### src/rtl/cfg_stream_loader.sv
// Configuration stream loader: reads bitstream bytes from a byte-wide memory
// and delivers them either as packed parallel words with a write strobe or as
// 8N1 UART frames. After the last byte it waits a settle interval and then
// pulses user_rst.
//
// state    | meaning
// ---------+-----------------------------------------------------------
// S_IDLE   | waiting for start
// S_FETCH  | mem_rd high, mem_addr = byte index
// S_CAPT   | mem_rdata valid, byte captured, index advanced
// S_SETUP  | word on SelfWriteData, settling before the strobe
// S_STROBE | SelfWriteStrobe high for one cycle
// S_HOLD   | word held after the strobe
// S_UART   | shifting one 12-bit-time frame out on Rx
// S_SETTLE | all bytes delivered, idle interval before user reset
// S_RST    | user_rst high
// S_DONE   | done pulse, busy low, back to idle
module cfg_stream_loader #(
    parameter int ADDR_W     = 14,
    parameter int WORD_BYTES = 4,
    parameter int SETUP_CYC  = 2,
    parameter int HOLD_CYC   = 2,
    parameter int UART_DIV   = 8,
    parameter int SETTLE_CYC = 100,
    parameter int RST_CYC    = 5
) (
    input  logic                    CLK,
    input  logic                    resetn,
    input  logic                    start,
    input  logic                    abort,
    input  logic                    mode,
    input  logic                    msb_first,
    input  logic [ADDR_W:0]         length,
    output logic [ADDR_W-1:0]       mem_addr,
    output logic                    mem_rd,
    input  logic [7:0]              mem_rdata,
    output logic [8*WORD_BYTES-1:0] SelfWriteData,
    output logic                    SelfWriteStrobe,
    output logic                    Rx,
    output logic                    busy,
    output logic                    done,
    output logic                    user_rst
);
    function automatic int max2(input int a, input int b);
        return (a > b) ? a : b;
    endfunction

    localparam int CNT_MAX = max2(max2(max2(SETUP_CYC, HOLD_CYC), max2(UART_DIV, SETTLE_CYC)), RST_CYC);
    localparam int CNT_W   = (CNT_MAX > 1) ? $clog2(CNT_MAX + 1) : 1;
    localparam int LANE_W  = (WORD_BYTES > 1) ? $clog2(WORD_BYTES) : 1;
    localparam int DW      = 8 * WORD_BYTES;
    localparam int LW      = ADDR_W + 1;

    typedef enum logic [3:0] {
        S_IDLE, S_FETCH, S_CAPT, S_SETUP, S_STROBE, S_HOLD, S_UART, S_SETTLE, S_RST, S_DONE
    } state_t;

    state_t            state, state_nxt;
    logic              mode_r, mode_nxt, msb_r, msb_nxt;
    logic [ADDR_W:0]   len_r, len_nxt, idx, idx_nxt, idx_inc;
    logic [LANE_W-1:0] lane, lane_nxt;
    logic [DW-1:0]     word_buf, word_buf_nxt, merged, wdata_nxt;
    logic [CNT_W-1:0]  cnt, cnt_nxt;
    logic [3:0]        bit_cnt, bit_cnt_nxt;
    logic [7:0]        shreg, shreg_nxt;
    logic [ADDR_W-1:0] mem_addr_nxt;
    logic              mem_rd_nxt, strobe_nxt, rx_nxt, busy_nxt, done_nxt, user_rst_nxt;
    logic              word_done, go_settle, go_rst, go_fetch;
    int                pos;

    assign idx_inc = idx + LW'(1);

    // Next-state and next-output decode; every register has a *_nxt here.
    always_comb begin
        state_nxt    = state;
        mode_nxt     = mode_r;
        msb_nxt      = msb_r;
        len_nxt      = len_r;
        idx_nxt      = idx;
        lane_nxt     = lane;
        word_buf_nxt = word_buf;
        wdata_nxt    = SelfWriteData;
        cnt_nxt      = cnt;
        bit_cnt_nxt  = bit_cnt;
        shreg_nxt    = shreg;
        mem_addr_nxt = mem_addr;
        mem_rd_nxt   = 1'b0;
        strobe_nxt   = 1'b0;
        rx_nxt       = Rx;
        busy_nxt     = busy;
        done_nxt     = 1'b0;
        user_rst_nxt = user_rst;
        merged       = word_buf;
        pos          = 0;
        word_done    = 1'b0;
        go_settle    = 1'b0;
        go_rst       = 1'b0;
        go_fetch     = 1'b0;

        if (abort) begin
            state_nxt    = S_IDLE;
            busy_nxt     = 1'b0;
            user_rst_nxt = 1'b0;
            rx_nxt       = 1'b1;
            cnt_nxt      = '0;
            bit_cnt_nxt  = '0;
        end else begin
            case (state)
                S_IDLE: begin
                    if (start) begin
                        mode_nxt     = mode;
                        msb_nxt      = msb_first;
                        len_nxt      = length;
                        idx_nxt      = '0;
                        lane_nxt     = '0;
                        word_buf_nxt = '0;
                        wdata_nxt    = '0;
                        busy_nxt     = 1'b1;
                        if (length == '0) go_settle = 1'b1;
                        else              go_fetch  = 1'b1;
                    end
                end
                S_FETCH: state_nxt = S_CAPT;
                S_CAPT: begin
                    idx_nxt = idx_inc;
                    pos = msb_r ? (WORD_BYTES - 1 - int'(lane)) : int'(lane);
                    for (int b = 0; b < WORD_BYTES; b++) begin
                        if (b == pos) merged[b*8 +: 8] = mem_rdata;
                    end
                    if (mode_r) begin
                        shreg_nxt   = mem_rdata;
                        rx_nxt      = 1'b0;
                        bit_cnt_nxt = '0;
                        cnt_nxt     = CNT_W'(UART_DIV - 1);
                        state_nxt   = S_UART;
                    end else if (lane == LANE_W'(WORD_BYTES - 1) || idx_inc == len_r) begin
                        // Word complete or stream exhausted; unfilled lanes stay 0.
                        wdata_nxt    = merged;
                        word_buf_nxt = '0;
                        lane_nxt     = '0;
                        cnt_nxt      = CNT_W'(SETUP_CYC - 1);
                        state_nxt    = S_SETUP;
                    end else begin
                        word_buf_nxt = merged;
                        lane_nxt     = lane + LANE_W'(1);
                        go_fetch     = 1'b1;
                    end
                end
                S_SETUP: begin
                    if (cnt == '0) begin
                        strobe_nxt = 1'b1;
                        state_nxt  = S_STROBE;
                    end else begin
                        cnt_nxt = cnt - CNT_W'(1);
                    end
                end
                S_STROBE: begin
                    if (HOLD_CYC == 0) begin
                        word_done = 1'b1;
                    end else begin
                        cnt_nxt   = CNT_W'(HOLD_CYC - 1);
                        state_nxt = S_HOLD;
                    end
                end
                S_HOLD: begin
                    if (cnt == '0) word_done = 1'b1;
                    else           cnt_nxt   = cnt - CNT_W'(1);
                end
                S_UART: begin
                    if (cnt != '0) begin
                        cnt_nxt = cnt - CNT_W'(1);
                    end else if (bit_cnt == 4'd11) begin
                        word_done = 1'b1;
                    end else begin
                        // Shifting in ones makes the stop and idle bits fall out naturally.
                        bit_cnt_nxt = bit_cnt + 4'd1;
                        cnt_nxt     = CNT_W'(UART_DIV - 1);
                        rx_nxt      = shreg[0];
                        shreg_nxt   = {1'b1, shreg[7:1]};
                    end
                end
                S_SETTLE: begin
                    if (cnt == '0) go_rst  = 1'b1;
                    else           cnt_nxt = cnt - CNT_W'(1);
                end
                S_RST: begin
                    if (cnt == '0) begin
                        user_rst_nxt = 1'b0;
                        done_nxt     = 1'b1;
                        busy_nxt     = 1'b0;
                        state_nxt    = S_DONE;
                    end else begin
                        cnt_nxt = cnt - CNT_W'(1);
                    end
                end
                S_DONE:  state_nxt = S_IDLE;
                default: state_nxt = S_IDLE;
            endcase

            if (word_done) begin
                if (idx_nxt == len_r) go_settle = 1'b1;
                else                  go_fetch  = 1'b1;
            end
            if (go_settle) begin
                if (SETTLE_CYC == 0) begin
                    go_rst = 1'b1;
                end else begin
                    cnt_nxt   = CNT_W'(SETTLE_CYC - 1);
                    state_nxt = S_SETTLE;
                end
            end
            if (go_rst) begin
                user_rst_nxt = 1'b1;
                cnt_nxt      = CNT_W'(RST_CYC - 1);
                state_nxt    = S_RST;
            end
            if (go_fetch) begin
                mem_rd_nxt   = 1'b1;
                mem_addr_nxt = idx_nxt[ADDR_W-1:0];
                state_nxt    = S_FETCH;
            end
        end
    end

    // State and output registers.
    always_ff @(posedge CLK or negedge resetn) begin
        if (!resetn) begin
            state           <= S_IDLE;
            mode_r          <= 1'b0;
            msb_r           <= 1'b0;
            len_r           <= '0;
            idx             <= '0;
            lane            <= '0;
            word_buf        <= '0;
            cnt             <= '0;
            bit_cnt         <= '0;
            shreg           <= '0;
            mem_addr        <= '0;
            mem_rd          <= 1'b0;
            SelfWriteData   <= '0;
            SelfWriteStrobe <= 1'b0;
            Rx              <= 1'b1;
            busy            <= 1'b0;
            done            <= 1'b0;
            user_rst        <= 1'b0;
        end else begin
            state           <= state_nxt;
            mode_r          <= mode_nxt;
            msb_r           <= msb_nxt;
            len_r           <= len_nxt;
            idx             <= idx_nxt;
            lane            <= lane_nxt;
            word_buf        <= word_buf_nxt;
            cnt             <= cnt_nxt;
            bit_cnt         <= bit_cnt_nxt;
            shreg           <= shreg_nxt;
            mem_addr        <= mem_addr_nxt;
            mem_rd          <= mem_rd_nxt;
            SelfWriteData   <= wdata_nxt;
            SelfWriteStrobe <= strobe_nxt;
            Rx              <= rx_nxt;
            busy            <= busy_nxt;
            done            <= done_nxt;
            user_rst        <= user_rst_nxt;
        end
    end
endmodule

### config.mk
export PLATFORM = sky130hd
export DESIGN_NAME = cfg_stream_loader
export DESIGN_NICKNAME = d
export VERILOG_FILES = /design/src/rtl/cfg_stream_loader.sv
export SDC_FILE = /design/constraint.sdc
export NUM_CORES = 1
export LEC_CHECK = 0
export BUFFER_PORTS_ARGS = -buffer_cell sky130_fd_sc_hd__buf_2
export CELL_PAD_IN_SITES_DETAIL_PLACEMENT = 1
export CELL_PAD_IN_SITES_GLOBAL_PLACEMENT = 1
export CORE_MARGIN = 2
export CORE_UTILIZATION = 41
export CTS_CLUSTER_DIAMETER = 60
export DETAILED_ROUTE_END_ITERATION = 8
export GPL_ROUTABILITY_DRIVEN = 0
export PLACE_DENSITY_LB_ADDON = 0.1
export SLEW_MARGIN = 20
export SYNTH_ARGS = -nofsm -noshare
export SYNTH_HDL_FRONTEND = slang
export SYNTH_SLANG_ARGS = --single-unit
### constraint.sdc
create_clock -name CLK -period 3.8 [get_ports CLK]
set_input_delay 0.19 -clock CLK [delete_from_list [all_inputs] [get_ports CLK]]
set_output_delay 0.19 -clock CLK [all_outputs]
set_load 0.005 [all_outputs]
======== Yosys cells after proc, flatten, opt, wreduce, memory -nomap -nowiden ========
Index checks and enable logic that the tools add are counted.
operators by class
  add/sub/neg operators ................... 5
  eq/ne operators ......................... 33
  muxes and demuxes ....................... 85
  bitwise operators ....................... 1
  reductions and logical operators ........ 25
operator list
  cell                   count
  $mux 32                6
  $pmux 32 s2            2
  $eq 3x32->1 const A    2
  $mux 7                 8
  $mux 8                 7
  $mux 4                 12
  $mux 1                 35
  $eq 2x32->1 const A    1
  $logic_not 32->1       1
  $eq 15x15->1           2
  $mux 15                2
  $pmux 15 s2            1
  $pmux 7 s4             1
  $ne 6x6->1 const B     4
  $pmux 4 s6             1
  $eq 4x3->1 const B     4
  $pmux 8 s2             1
  $reduce_and 4->1       4
  $add 15x1->15 const B  1
  $logic_not 15->1       1
  $ne 3x3->1 const B     5
  $reduce_bool 7->1      2
  $ne 2x2->1 const B     6
  $reduce_bool 3->1      4
  other kinds (24)       36
word-level totals
  bits in registers ....................... 141
  bits of input ports ..................... 29

======== Longest topological paths before layout ========
Gate-level depths: netlist of the first run.
  depth after elaboration ................. 11
  mapped depth ............................ 12

======== Worst setup path before layout of the first run ========
OpenSTA, ideal clock, no wires.
  path kind ............................... reg2reg
  from .................................... reg idx[1]
  to ...................................... reg mem_addr[10]
  setup time .............................. 125 ps
  arrival ................................. 3445 ps
  slack ................................... 230 ps
  cell stages (with the launch flop) ...... 13
  buffers on the path ..................... 3
  clock period less this slack ............ 3570 ps
  cell sequence ........................... dfrtp_1 ha_1 clkbuf_1 and2_0 clkbuf_1 and4_1 mux2i_1 o221ai_1 or4_1 o31a_1 o21ai_4 buf_6 mux2_2
between the ends
  cells in the longest elaborated chain, start to end .. 10
ends and longest elaborated chain
  item                        line  source
  start, declared             60    logic [ADDR_W:0] len_r, len_nxt, idx, idx_nxt, idx_inc;
  start signal, assigned      251   idx <= idx_nxt;
  $add 15x1->15               71    assign idx_inc = idx + LW'(1);
  $eq 15x15->1                136   end else if (lane == LANE_W'(WORD_BYTES - 1) || idx_inc == len_r) begin
  $logic_or 1x1->1            136
  $mux 1                      136
  $mux 1                      130   if (mode_r) begin
  $pmux 1 s2                  108   case (state)
  $mux 1                      201   if (idx_nxt == len_r) go_settle = 1'b1;
  $mux 1                      200   if (word_done) begin
  $mux 1                      100   if (abort) begin
  $reduce_and 2->1 (no line)  -
  end signal, assigned        257   mem_addr <= mem_addr_nxt;
  end, declared               34    output logic [ADDR_W-1:0] mem_addr,
Several ways; a longest one is shown, not always the timed one. The select of a mux whose other input is x is not followed.
A chain may end at the register's enable or synchronous reset.

======== Final worst setup path of the first run ========
  from .................................... reg state[3]
  to ...................................... reg mem_addr[5]
between the ends
  cells in the longest elaborated chain, start to end .. 8
ends and longest elaborated chain
  item                                           line  source
  start, declared                                58    state_t state, state_nxt;
  start signal, assigned                         247   state <= state_nxt;
  $eq 4x2->1 or $logic_not 4->1 (tied branches)  108
  $pmux 15 s2                                    108
  $mux 15                                        100
  $eq 15x15->1                                   201
  $mux 1                                         201
  $mux 1                                         200
  $mux 1                                         100
  $reduce_and 2->1 (no line)                     -
Several ways; a longest one is shown, not always the timed one. The select of a mux whose other input is x is not followed.

==> results of run 1 <==
==> state kept, by name, indices dropped and copies added, names as in the netlist <==
| signal | cells |
|---|---|
| mode_r | 1 |
| SelfWriteData | 32 |
| mem_addr | 14 |
| msb_r | 1 |
| lane | 2 |
| word_buf | 32 |
| cnt | 7 |
| state | 4 |
| done | 1 |
| mem_rd | 1 |
| len_r | 15 |
| user_rst | 1 |
| bit_cnt | 4 |
| SelfWriteStrobe | 1 |
| shreg | 8 |
| busy | 1 |
| Rx | 1 |
| idx | 15 |
==> cell families (layout without fill, tap and decap cells) <==
family | Yosys count | in the layout | share of synthesized area [%]
AO/OA/AOI/OAI | 215 | 215 | 17.4
XOR/XNOR | 20 | 20 | 2.12
adder cells (fa/ha/maj) | 4 | 4 | 0.607
buffers and inverters | 105 | 211 | 5.23
flip-flops | 141 | 141 | 42.8
multiplexers | 104 | 104 | 13.6
AND/OR/NAND/NOR | 300 | 300 | 18.2
==> layer usage <==
layer	track usage, %	routed length [um]	vias up
li1	-	-	3422
met4	10.4	933	0
met3	3.76	1020	64
met5	0	0	-
met2	45.4	13600	194
met1	32.0	11500	3808
==> worst max path at each step <==
stage                     slack (ns)  depth (start not counted)  startpoint                to
after floorplan                 0.23                         12      idx[1]      mem_addr[10]
after global placement          0.31                         10      idx[1]       mem_addr[0]
after detailed placement        0.15                         10      idx[1]       mem_addr[5]
after CTS                       0.12                         10      idx[1]       mem_addr[5]
after global routing            0.02                         10      idx[7]  SelfWriteData[4]
final                           0.19                         10    state[3]       mem_addr[5]
==> cell usage in the layout (no fill, tap or decap), types with 9 or more instances in the layout <==
cell type and count:
buf_4 48, mux2i_1 41, nand4_1 10, clkbuf_16 17, nor2_1 71, nand2_1 88
o22ai_1 35, nand3_1 25, mux2_2 61, nand2b_1 10, xor2_1 9, nor4_1 11
inv_1 46, a31oi_1 17, a21oi_1 34, xnor2_1 11, buf_2 79, nor3_1 20
nor2b_1 9, o21ai_0 47, dfrtp_1 140
==> per-stage QoR <==
stage	util [%]	setup WS, ns	instance area (sq um)
after CTS	49.8	0.117	9760
final	49.9	0.186	9770
after floorplan	-	0.230	8250
after global placement	46.7	0.307	9140
after detailed placement	46.7	0.146	9140
after global routing	49.9	0.0189	9770
==> critical path, stage by stage, from the launching register on <==
cell and delay (ns):
dfrtp_1 0.45, or4b_2 0.79, buf_4 0.24, nor4_1 0.41
o31ai_1 0.15, a32oi_1 0.24, nand4_1 0.21, o31a_1 0.34
o21ai_4 0.16, buf_12 0.17, mux2_2 0.34
==> final cells by class <==
class	instances	area, sq um
sequential	141	3530
tap	265	332
timing repair buffer	132	827
multi-input combinational	643	4310
clock inverter	15	171
fill	2247	9820
clock buffer	17	425
inverter	47	176
==> report_power, final <==
part           total, mW  switching (mW)  internal, mW
Sequential          2.22           0.401          1.82
Combinational       2.48            1.43          1.04
Clock               1.68           0.793         0.886
==> what timing repair did <==
| action | CTS | global route |
|---|---|---|
| setup endpoints to repair | 0 | 54 |
| hold buffers | 2 | 0 |
| endpoints found under the hold margin | 75 | 0 |
| resized for setup | 0 | 3 |
==> impl_results.md, run 1 <==
* Outcome: finished clean
* CTS tree: built
* Worst vdd ir at 0.349 mV
* Wire length per cell at 21.4 um
* Clock sink count at 141
* Peak Freq at 277 MHz
* DRT iter0 DRCs at 382
* Rel. slew slack at 44.4%
* Synth Net Count at 922
* Setup TNS at 0 ns
* Post-DR vias/cell at 5.94
* GRT Overall Usage at 25.9%
* Vias after detailed routing at 7488
* Worst hold start: length[14]
* Clock Path Buffers at 2
* Postcts setup bufs at 0
* First drt pass iteration count at 4
* Measured slew at the worst slew-check pin at 0.813 ns
* Ratio of cells with drive above 1 in the final layout at 24.5%
* Critical path peak fanout at 15
* Reg-to-reg slack, setup at 0.19 ns
* Fin nets at 1015
* PwrDens at 653 nW/um^2
* Post-route ant nets at 0
* Req. time, crit path at 4.12 ns
* Setup-failing EPs final at 0
* Netlist cell types at 83
* Hold crit path type: primary input to register
* Worst Setup End Kind: register
* Sequential share of the synthesized area at 42.8%
* Critical R2R Launch: state[3]
* Area growth syn-to-layout at 18.4%
* Area leader, netlist: dfrtp_1
* Placed cell count at 1226
* Worst Reg2Reg Path Length in Cells at 10
* Die width at 146 um
* Root buffer cell: clkbuf_16
* Fin cells at 1260
* Syn. warnings at 0
* Post-synth ARST share at 100%
* Antenna fix cells at 0
* Starting density of the core at 42.1%
* Fin. max-slew vios at 0
* Top post-synthesis cells by area: dfrtp_1, mux2_2, mux2i_1, nand2_1, nor2_1
* CP arrival at 3.94 ns
* #FFs+latches synth at 141
* Detailed placement HPWL at 19600 um
* Syn Inst Count at 889
* Top_reg_cell synth: dfrtp_1
* Clock Latency Late Sink at 0.44 ns
* Synthesized area at 8250 sq um
* Unrepaired setup endpoints after global routing: false
* H-tree Lvls at 4
* Largest net degree at the start of global routing at 77
* Vias in the first global route at 7966
* Top-level I/O count at 81
* Port bufs at 80
* Synth cell count leaders: dfrtp_1, nand2_1, nor2_1
* Row cnt at 51
* Total gr overflow at 0
* Reg clk slew, reported paths at 0.08 ns
* Endpoints failing hold at 0
* Final Cycle Share at 95.1%
* Syn_area_per_cell at 9.28 sq um
* Crit path launch type: register
* Reg-to-reg critical path endpoint: mem_addr[5]
* DIE AREA at 21300 sq um
* Tmin final at 3.61 ns
* Core Footprint at 19600 sq um
* Final Power at 6.38 mW
* Post-synth top area share at 42.5%
* Hold Slack at 0.00174 ns
* EDFF count, synth at 0
* Leakage power at 4.49 nW
* CTS buffer count at 17
* Most common cell in the synthesized netlist: dfrtp_1
* Initial antenna violation count at 0
* Die Y at 146 um
* Hold path cells at 3
* Clk_skew at 0.0188 ns
* First-pass GRT wire length at 43600 um
* Max Cap Violations at 0
* Hold Path End: len_r[14]
* Routed WL at 27000 um
* DR DRC count at 0
* Critical path class: register to register
No activity file was read; power rests on OpenSTA's default activity.
==> run 2: changes to the inputs <==
--- a/config.mk
+++ b/config.mk
@@ -14,6 +14,7 @@
 export DETAILED_ROUTE_END_ITERATION = 8
 export GPL_ROUTABILITY_DRIVEN = 0
 export PLACE_DENSITY_LB_ADDON = 0.1
+export REMOVE_ABC_BUFFERS = 1
 export SLEW_MARGIN = 20
 export SYNTH_ARGS = -nofsm -noshare
 export SYNTH_HDL_FRONTEND = slang
==> run 2 against run 1 <==
  * Global-route usage up 0.25 points
  * Critical path depth did not move
  * Clock-buffer cell count is 1 higher
  * Die area unchanged
  * Largest cell class unchanged
  * Register-to-register slack hardly changed
  * Sequential power about the same
  * Sequential share of layout area is 0.51 points lower
  * Cell count rose by 1.2%
  * Final area is 1.4% higher
  * Total power is 1.2% higher
  * First-iteration DRC count grew 26%
  * Via count increased by 0.79%
==> impl_results.md, run 2 (same netlist as run 1, synthesis figures left out) <==
* Outcome: finished clean
* Leakage power at 4.57 nW (+1.8%)
* Area growth syn-to-layout at 20.1%
* Endpoints failing hold at 0 (unchanged)
* CP arrival at 3.95 ns (about the same)
* Row cnt at 51 (unchanged)
* Ratio of cells with drive above 1 in the final layout at 25.2% (+0.72 points)
* Tmin final at 3.63 ns (+0.0136 ns)
* Reg-to-reg slack, setup at 0.17 ns (about the same)
* Measured slew at the worst slew-check pin at 0.961 ns (+0.147 ns)
* Critical path peak fanout at 10 (-5)
* Max Cap Violations at 0 (unchanged)
* Hold Path End: len_r[7]
* Crit path launch type: register
* Sequential Power Share at 34.3% (-0.6 points)
* Post-DR vias/cell at 5.92 (-0.40%)
* Critical path class: register to register
* Unrepaired setup endpoints after global routing: false
* Global-route track usage on met3 at 4.76% (+1.0 points)
* Psw at 2.60 mW (-0.93%)
* Final Cycle Share at 95.5% (+0.36 points)
* Final Power at 6.46 mW (+1.2%)
* Final worst slack at 0.173 ns (-0.0136 ns)
* Reg clk slew, reported paths at 0.07 ns (about the same)
* Commonest non-fill, non-tap cell in the layout: dfrtp_1
* Port bufs at 80 (unchanged)
* Postcts setup bufs at 0 (unchanged)
* Die Y at 146 um (unchanged)
* Vias after detailed routing at 7547 (+0.79%)
* Peak Freq at 276 MHz (-0.38%)
* Top flop regs: SelfWriteData x32, word_buf x32
* Detailed placement HPWL at 19300 um (-1.3%)
* Root buffer cell: clkbuf_16
* Reg-to-reg critical path endpoint: mem_addr[7]
* Worst Reg2Reg Path Length in Cells at 10 (unchanged)
* Routed WL at 27000 um (-0.14%)
* Worst-path cell with the longest stage delay: or4_1
* Fill count at 2281 (+1.5%)
* DRT iter0 DRCs at 482 (+26%)
* Top-level I/O count at 81 (unchanged)
* Antenna fix cells at 0 (unchanged)
* Met2 Track Usage GR at 45.2% (-0.24 points)
* Clk_skew at 0.0111 ns (-0.00777 ns)
* DR DRC count at 0 (unchanged)
* Worst Setup End Kind: register
* Clock power share at 26.5% (+0.2 points)
* Clock Path Buffers at 2 (unchanged)
* Post-route ant nets at 0 (unchanged)
* First-pass GRT wire length at 44100 um (+1.2%)
* Core Util, Final at 50.6% (+0.71 points)
* Hold path cells at 2 (-1)
* Worst vdd ir at 0.392 mV (+12%)
* Worst stage delay on the critical path at 0.56 ns (-0.23 ns)
* Largest net degree at the start of global routing at 89 (+16%)
* CTS tree: built
* Core Footprint at 19600 sq um (unchanged)
* Commonest non-fill, non-tap cells in the layout: dfrtp_1, nand2_1, buf_2
* Initial antenna violation count at 0 (unchanged)
* P_int at 3.85 mW (+2.6%)
* Crit-path cells: ha_4 -> and2_0 -> and4_1 -> mux2i_1 -> o221ai_1 -> or4_1 -> o31a_1 -> o21ai_4 -> buf_4 -> mux2_2
* Rel. slew slack at 34.7% (-9.7 points)
* Grt met1 use at 32.9% (+0.95 points)
* Clock sink count at 141 (unchanged)
* Place WS at 0.0378 ns (-0.108 ns)
* Worst hold start: length[7]
* CTS buffer count at 17 (unchanged)
* Starting density of the core at 42.1% (unchanged)
* H-tree Lvls at 4 (unchanged)
* Switching part of the total at 40.3% (-0.86 points)
* Setup-failing EPs final at 0 (unchanged)
* Most Crowded Layer GR: met2
* DIE AREA at 21300 sq um (unchanged)
* Vias in the first global route at 8095 (+1.6%)
* Req. time, crit path at 4.12 ns (about the same)
* Fin nets at 1030 (+1.5%)
* PwrDens at 652 nW/um^2 (-0.25%)
* Hold crit path type: primary input to register
* Fin. max-slew vios at 0 (unchanged)
* Critical R2R Launch: idx[1]
* Die width at 146 um (unchanged)
* First drt pass iteration count at 4 (unchanged)
* Clock Latency Late Sink at 0.44 ns (about the same)
* GRT Overall Usage at 26.1% (+0.25 points)
* Total gr overflow at 0 (unchanged)
* Comb power frac at 39.2% (+0.4 points)
* Wire length per cell at 21.2 um (-1.3%)
## run 2: cell types whose count changed in the layout (fill, tap and decap cells not counted), sizes merged
cell         delta
buf             +9
bufinv          +1
clkbuf          +1
clkinv          -4
clkinvlp        +1
dlygate4sd3     +6
inv             +1
## run 2: worst max path at each step
stage                   from          end  slack, ns
floorplan           state[3]  mem_addr[0]      -0.23
global placement    state[3]  mem_addr[3]       0.16
detailed placement  state[3]  mem_addr[3]       0.04
CTS                 state[3]  mem_addr[7]       0.01
global route          idx[1]  mem_addr[7]       0.06
finish                idx[1]  mem_addr[7]       0.17
## run 2: final cells by class
type	instances	area [sq um]	area share, %
Clock buffer	18	439	4.43
Sequential cell	141	3530	35.6
Clock inverter	14	146	1.48
Multi-Input combinational cell	643	4340	43.8
Inverter	47	176	1.78
Tap cell	265	332	3.35
Timing Repair Buffer	147	942	9.51
## run 2: power groups by stage
stage	Combinational, mW	Clock [mW]	Sequential [mW]
global placement	2.40	0	2.20
detailed placement	2.48	0	2.23
CTS	2.50	1.73	2.21
floorplan	1.50	0	2.17
global route	2.77	1.79	2.26
finish	2.53	1.71	2.21
## run 2: routing by layer
metal | wire length [um] | share of wire (%)
met1 | 11700 | 43
met3 | 1110 | 4.1
met5 | 0 | 0
met4 | 686 | 2.5
met2 | 13500 | 50
## run 2: per-stage QoR
stage	hold slack, ns	cells	setup TNS, ns	instance area [sq um]
finish	0.0131	1275	0	9910
detailed placement	0.320	1235	0	9200
global route	0.0143	1275	0	9910
CTS	0.00150	1275	0	9860
floorplan	-0.106	831	-6.60	7990
global placement	0.310	1235	0	9200
## run 2: worst max-delay path, delay by kind of cell (launching register included)
kind	cells	cell delay, ns
simple gates	3	1.16
buf+inv	1	0.22
mux	2	0.69
fa+ha+maj	1	0.25
compound gates	3	0.68
flops	1	0.49
## run 2: what timing repair did
action,4_1_cts,5_1_grt
gates resized for setup,0,7
endpoints found under the setup margin,0,52
hold endpoints to repair,93,0
hold buffers,8,0
==> run 3: changes to the inputs <==
--- a/config.mk
+++ b/config.mk
@@ -6,14 +6,11 @@
 export NUM_CORES = 1
 export LEC_CHECK = 0
 export BUFFER_PORTS_ARGS = -buffer_cell sky130_fd_sc_hd__buf_2
-export CELL_PAD_IN_SITES_DETAIL_PLACEMENT = 1
-export CELL_PAD_IN_SITES_GLOBAL_PLACEMENT = 1
 export CORE_MARGIN = 2
 export CORE_UTILIZATION = 41
 export CTS_CLUSTER_DIAMETER = 60
 export DETAILED_ROUTE_END_ITERATION = 8
 export GPL_ROUTABILITY_DRIVEN = 0
-export PLACE_DENSITY_LB_ADDON = 0.1
 export REMOVE_ABC_BUFFERS = 1
 export SLEW_MARGIN = 20
 export SYNTH_ARGS = -nofsm -noshare
==> run 3 against run 2 <==
  * Non-clock buffer count is 2 lower
  * Combinational power hardly changed
  * Final area down 0.42%
  * Hold slack lost 0.0049 ns
  * Cell count is 0.16% lower
  * Global-route usage down 3.7 points
  * Maximum frequency fell by 1.7%
  * Total power fell by 1.9%
  * Die area unchanged
  * Sequential share of layout area grew 0.15 points
  * Sequential power fell by 2%
  * Critical path type unchanged
  * Largest cell class unchanged
  * Highest routed layer unchanged
==> impl_results.md, run 3 (same netlist as run 1, synthesis figures left out) <==
* P_int at 3.82 mW (-0.77%)
* Fin nets at 1028 (-0.19%)
* Routed WL at 23500 um (-13%)
* PwrDens at 642 nW/um^2 (-1.5%)
* Total gr overflow at 0 (unchanged)
* Core Util, Final at 50.4% (-0.21 points)
* Worst stage delay on the critical path at 0.86 ns (+0.30 ns)
* Endpoints failing hold at 0 (unchanged)
* Hold crit path type: primary input to register
* Top-level I/O count at 81 (unchanged)
* Setup TNS at 0 ns (unchanged)
* H-tree Lvls at 4 (unchanged)
* Leakage power at 4.57 nW (about the same)
* Rel. slew slack at 37.5% (+2.8 points)
* Final Power at 6.33 mW (-1.9%)
* Vias in the first global route at 6922 (-14%)
* Ratio of cells with drive above 1 in the final layout at 25.1% (-0.15 points)
* Largest net degree at the start of global routing at 94 (+5.6%)
* Post-DR vias/cell at 5.68 (-4.0%)
* Die Y at 146 um (unchanged)
* Final Cycle Share at 97.1% (+1.6 points)
* Switching part of the total at 39.7% (-0.68 points)
* Core Footprint at 19600 sq um (unchanged)
* Measured slew at the worst slew-check pin at 0.938 ns (-0.0227 ns)
* Sequential Power Share at 34.1% (-0.2 points)
* Req. time, crit path at 4.11 ns (about the same)
* Detailed placement HPWL at 16500 um (-15%)
* GRT Overall Usage at 22.4% (-3.7 points)
* Max Cap Violations at 0 (unchanged)
* Seq. cell area at 3530 sq um (unchanged)
* First-pass GRT wire length at 37900 um (-14%)
* CTS tree: built
* Top flop regs: SelfWriteData x32, word_buf x32
* DR DRC count at 0 (unchanged)
* Psw at 2.51 mW (-3.6%)
* Commonest non-fill, non-tap cells in the layout: dfrtp_1, nand2_1, buf_2
* Root buffer cell: clkbuf_16
* Outcome: finished clean
* Placed cell count at 1237 (+0.16%)
* Vias after detailed routing at 7233 (-4.2%)
* Comb power frac at 40.0% (+0.8 points)
* Worst Setup End Kind: register
* Postcts setup bufs at 0 (unchanged)
* Crit-path cells: or4b_2 -> nor4_1 -> a211o_1 -> xor2_1 -> or4_1 -> o31a_1 -> o21ai_4 -> buf_12 -> mux2_2
* Hold Slack at 0.00828 ns (-0.00486 ns)
* CP arrival at 4.00 ns (+0.05 ns)
* Row cnt at 51 (unchanged)
* Post-route ant nets at 0 (unchanged)
* First drt pass iteration count at 6 (+2)
* Area of the multi-input gates at 4330 sq um (-0.32%)
* Reg clk slew, reported paths at 0.06 ns (about the same)
* Crit path launch type: register
* Wire length per cell at 18.5 um (-13%)
* Clock Path Buffers at 2 (unchanged)
* Fin area at 9870 sq um (-0.42%)
* Starting density of the core at 42.1% (unchanged)
* Tmin final at 3.69 ns (+0.0611 ns)
* Critical path class: register to register
* Place WS at 0.0987 ns (+0.0609 ns)
* DRT iter0 DRCs at 745 (+55%)
* Worst-path cell with the longest stage delay: or4b_2
* Area after DPL at 9230 sq um (+0.35%)
* Initial antenna violation count at 0 (unchanged)
* CTS buffer count at 17 (unchanged)
* Clock Latency Late Sink at 0.43 ns (about the same)
* Setup-failing EPs final at 0 (unchanged)
* Die width at 146 um (unchanged)
* Port bufs at 80 (unchanged)
* Unrepaired setup endpoints after global routing: false
* Clock sink count at 141 (unchanged)
* Worst Reg2Reg Path Length in Cells at 9 (-1)
* Clk_skew at 0.0104 ns (-0.000659 ns)
* Worst vdd ir at 0.361 mV (-7.9%)
* Fin. max-slew vios at 0 (unchanged)
* Critical path peak fanout at 15 (+5)
* Final worst slack at 0.112 ns (-0.0611 ns)
* Antenna fix cells at 0 (unchanged)
* Hold path cells at 2 (unchanged)
* Peak Freq at 271 MHz (-1.7%)
* Fill count at 1851 (-19%)
* Fin cells at 1273 (-0.16%)
* Area growth syn-to-layout at 19.6%
* Commonest non-fill, non-tap cell in the layout: dfrtp_1
* DIE AREA at 21300 sq um (unchanged)
* Clock power share at 25.9% (-0.6 points)
-- run 3: cell count changes in the layout (fill, tap and decap cells not counted), sizes merged --
cell         delta
clkinvlp        -1
clkbuf          +1
clkinv          +1
dlygate4sd3     -4
bufinv          -1
buf             +2
-- run 3: critical path: cells and delay by family, from the launching register on --
| family | cells | cell delay, ns |
|---|---|---|
| compound gates | 3 | 0.75 |
| xor+xnor | 1 | 0.12 |
| buf+inv | 1 | 0.18 |
| flops | 1 | 0.38 |
| mux | 1 | 0.35 |
| simple gates | 3 | 1.79 |
-- run 3: worst paths after layout --
kind	start	endpoint	slack, ns
worst max-delay path	state[3]	mem_addr[5]	0.11
worst min-delay path	length[11]	len_r[11]	0.008
worst max register to register	state[3]	mem_addr[5]	0.11
worst min register to register	Rx	Rx	0.49
max in group asynchronous	resetn	idx[6]	2.68
min in group asynchronous	resetn	mem_rd	0.35
-- run 3: power by group through the flow --
stage | Sequential [mW] | Clock, mW | Combinational (mW)
after floorplan | 2.17 | 0 | 1.50
after global placement | 2.17 | 0 | 2.47
after detailed placement | 2.18 | 0 | 2.47
after CTS | 2.15 | 1.67 | 2.49
after global routing | 2.21 | 1.74 | 2.76
final | 2.16 | 1.64 | 2.54
-- run 3: what timing repair did --
item / 4_1_cts / 5_1_grt
gates resized for setup: 0 / 6
endpoints found under the hold margin: 92 / 2
setup endpoints to repair: 0 / 57
hold buffers: 2 / 2
-- run 3: layout make-up --
| cell class | count | share of cell area, % |
|---|---|---|
| Tap cell | 265 | 3.36 |
| Clock buffer | 19 | 4.59 |
| Timing Repair Buffer | 145 | 9.42 |
| Multi-Input combinational cell | 643 | 43.9 |
| Sequential cell | 141 | 35.8 |
| Clock inverter | 13 | 1.19 |
| Inverter | 47 | 1.79 |
-- run 3: routing by layer --
layer	global-route usage, %	vias up	part of all wire [%]
met4	7.11	0	2.3
met2	33.5	249	44
met1	32.2	3476	47
met5	0	-	0
met3	4.98	50	7.1
li1	-	3458	-
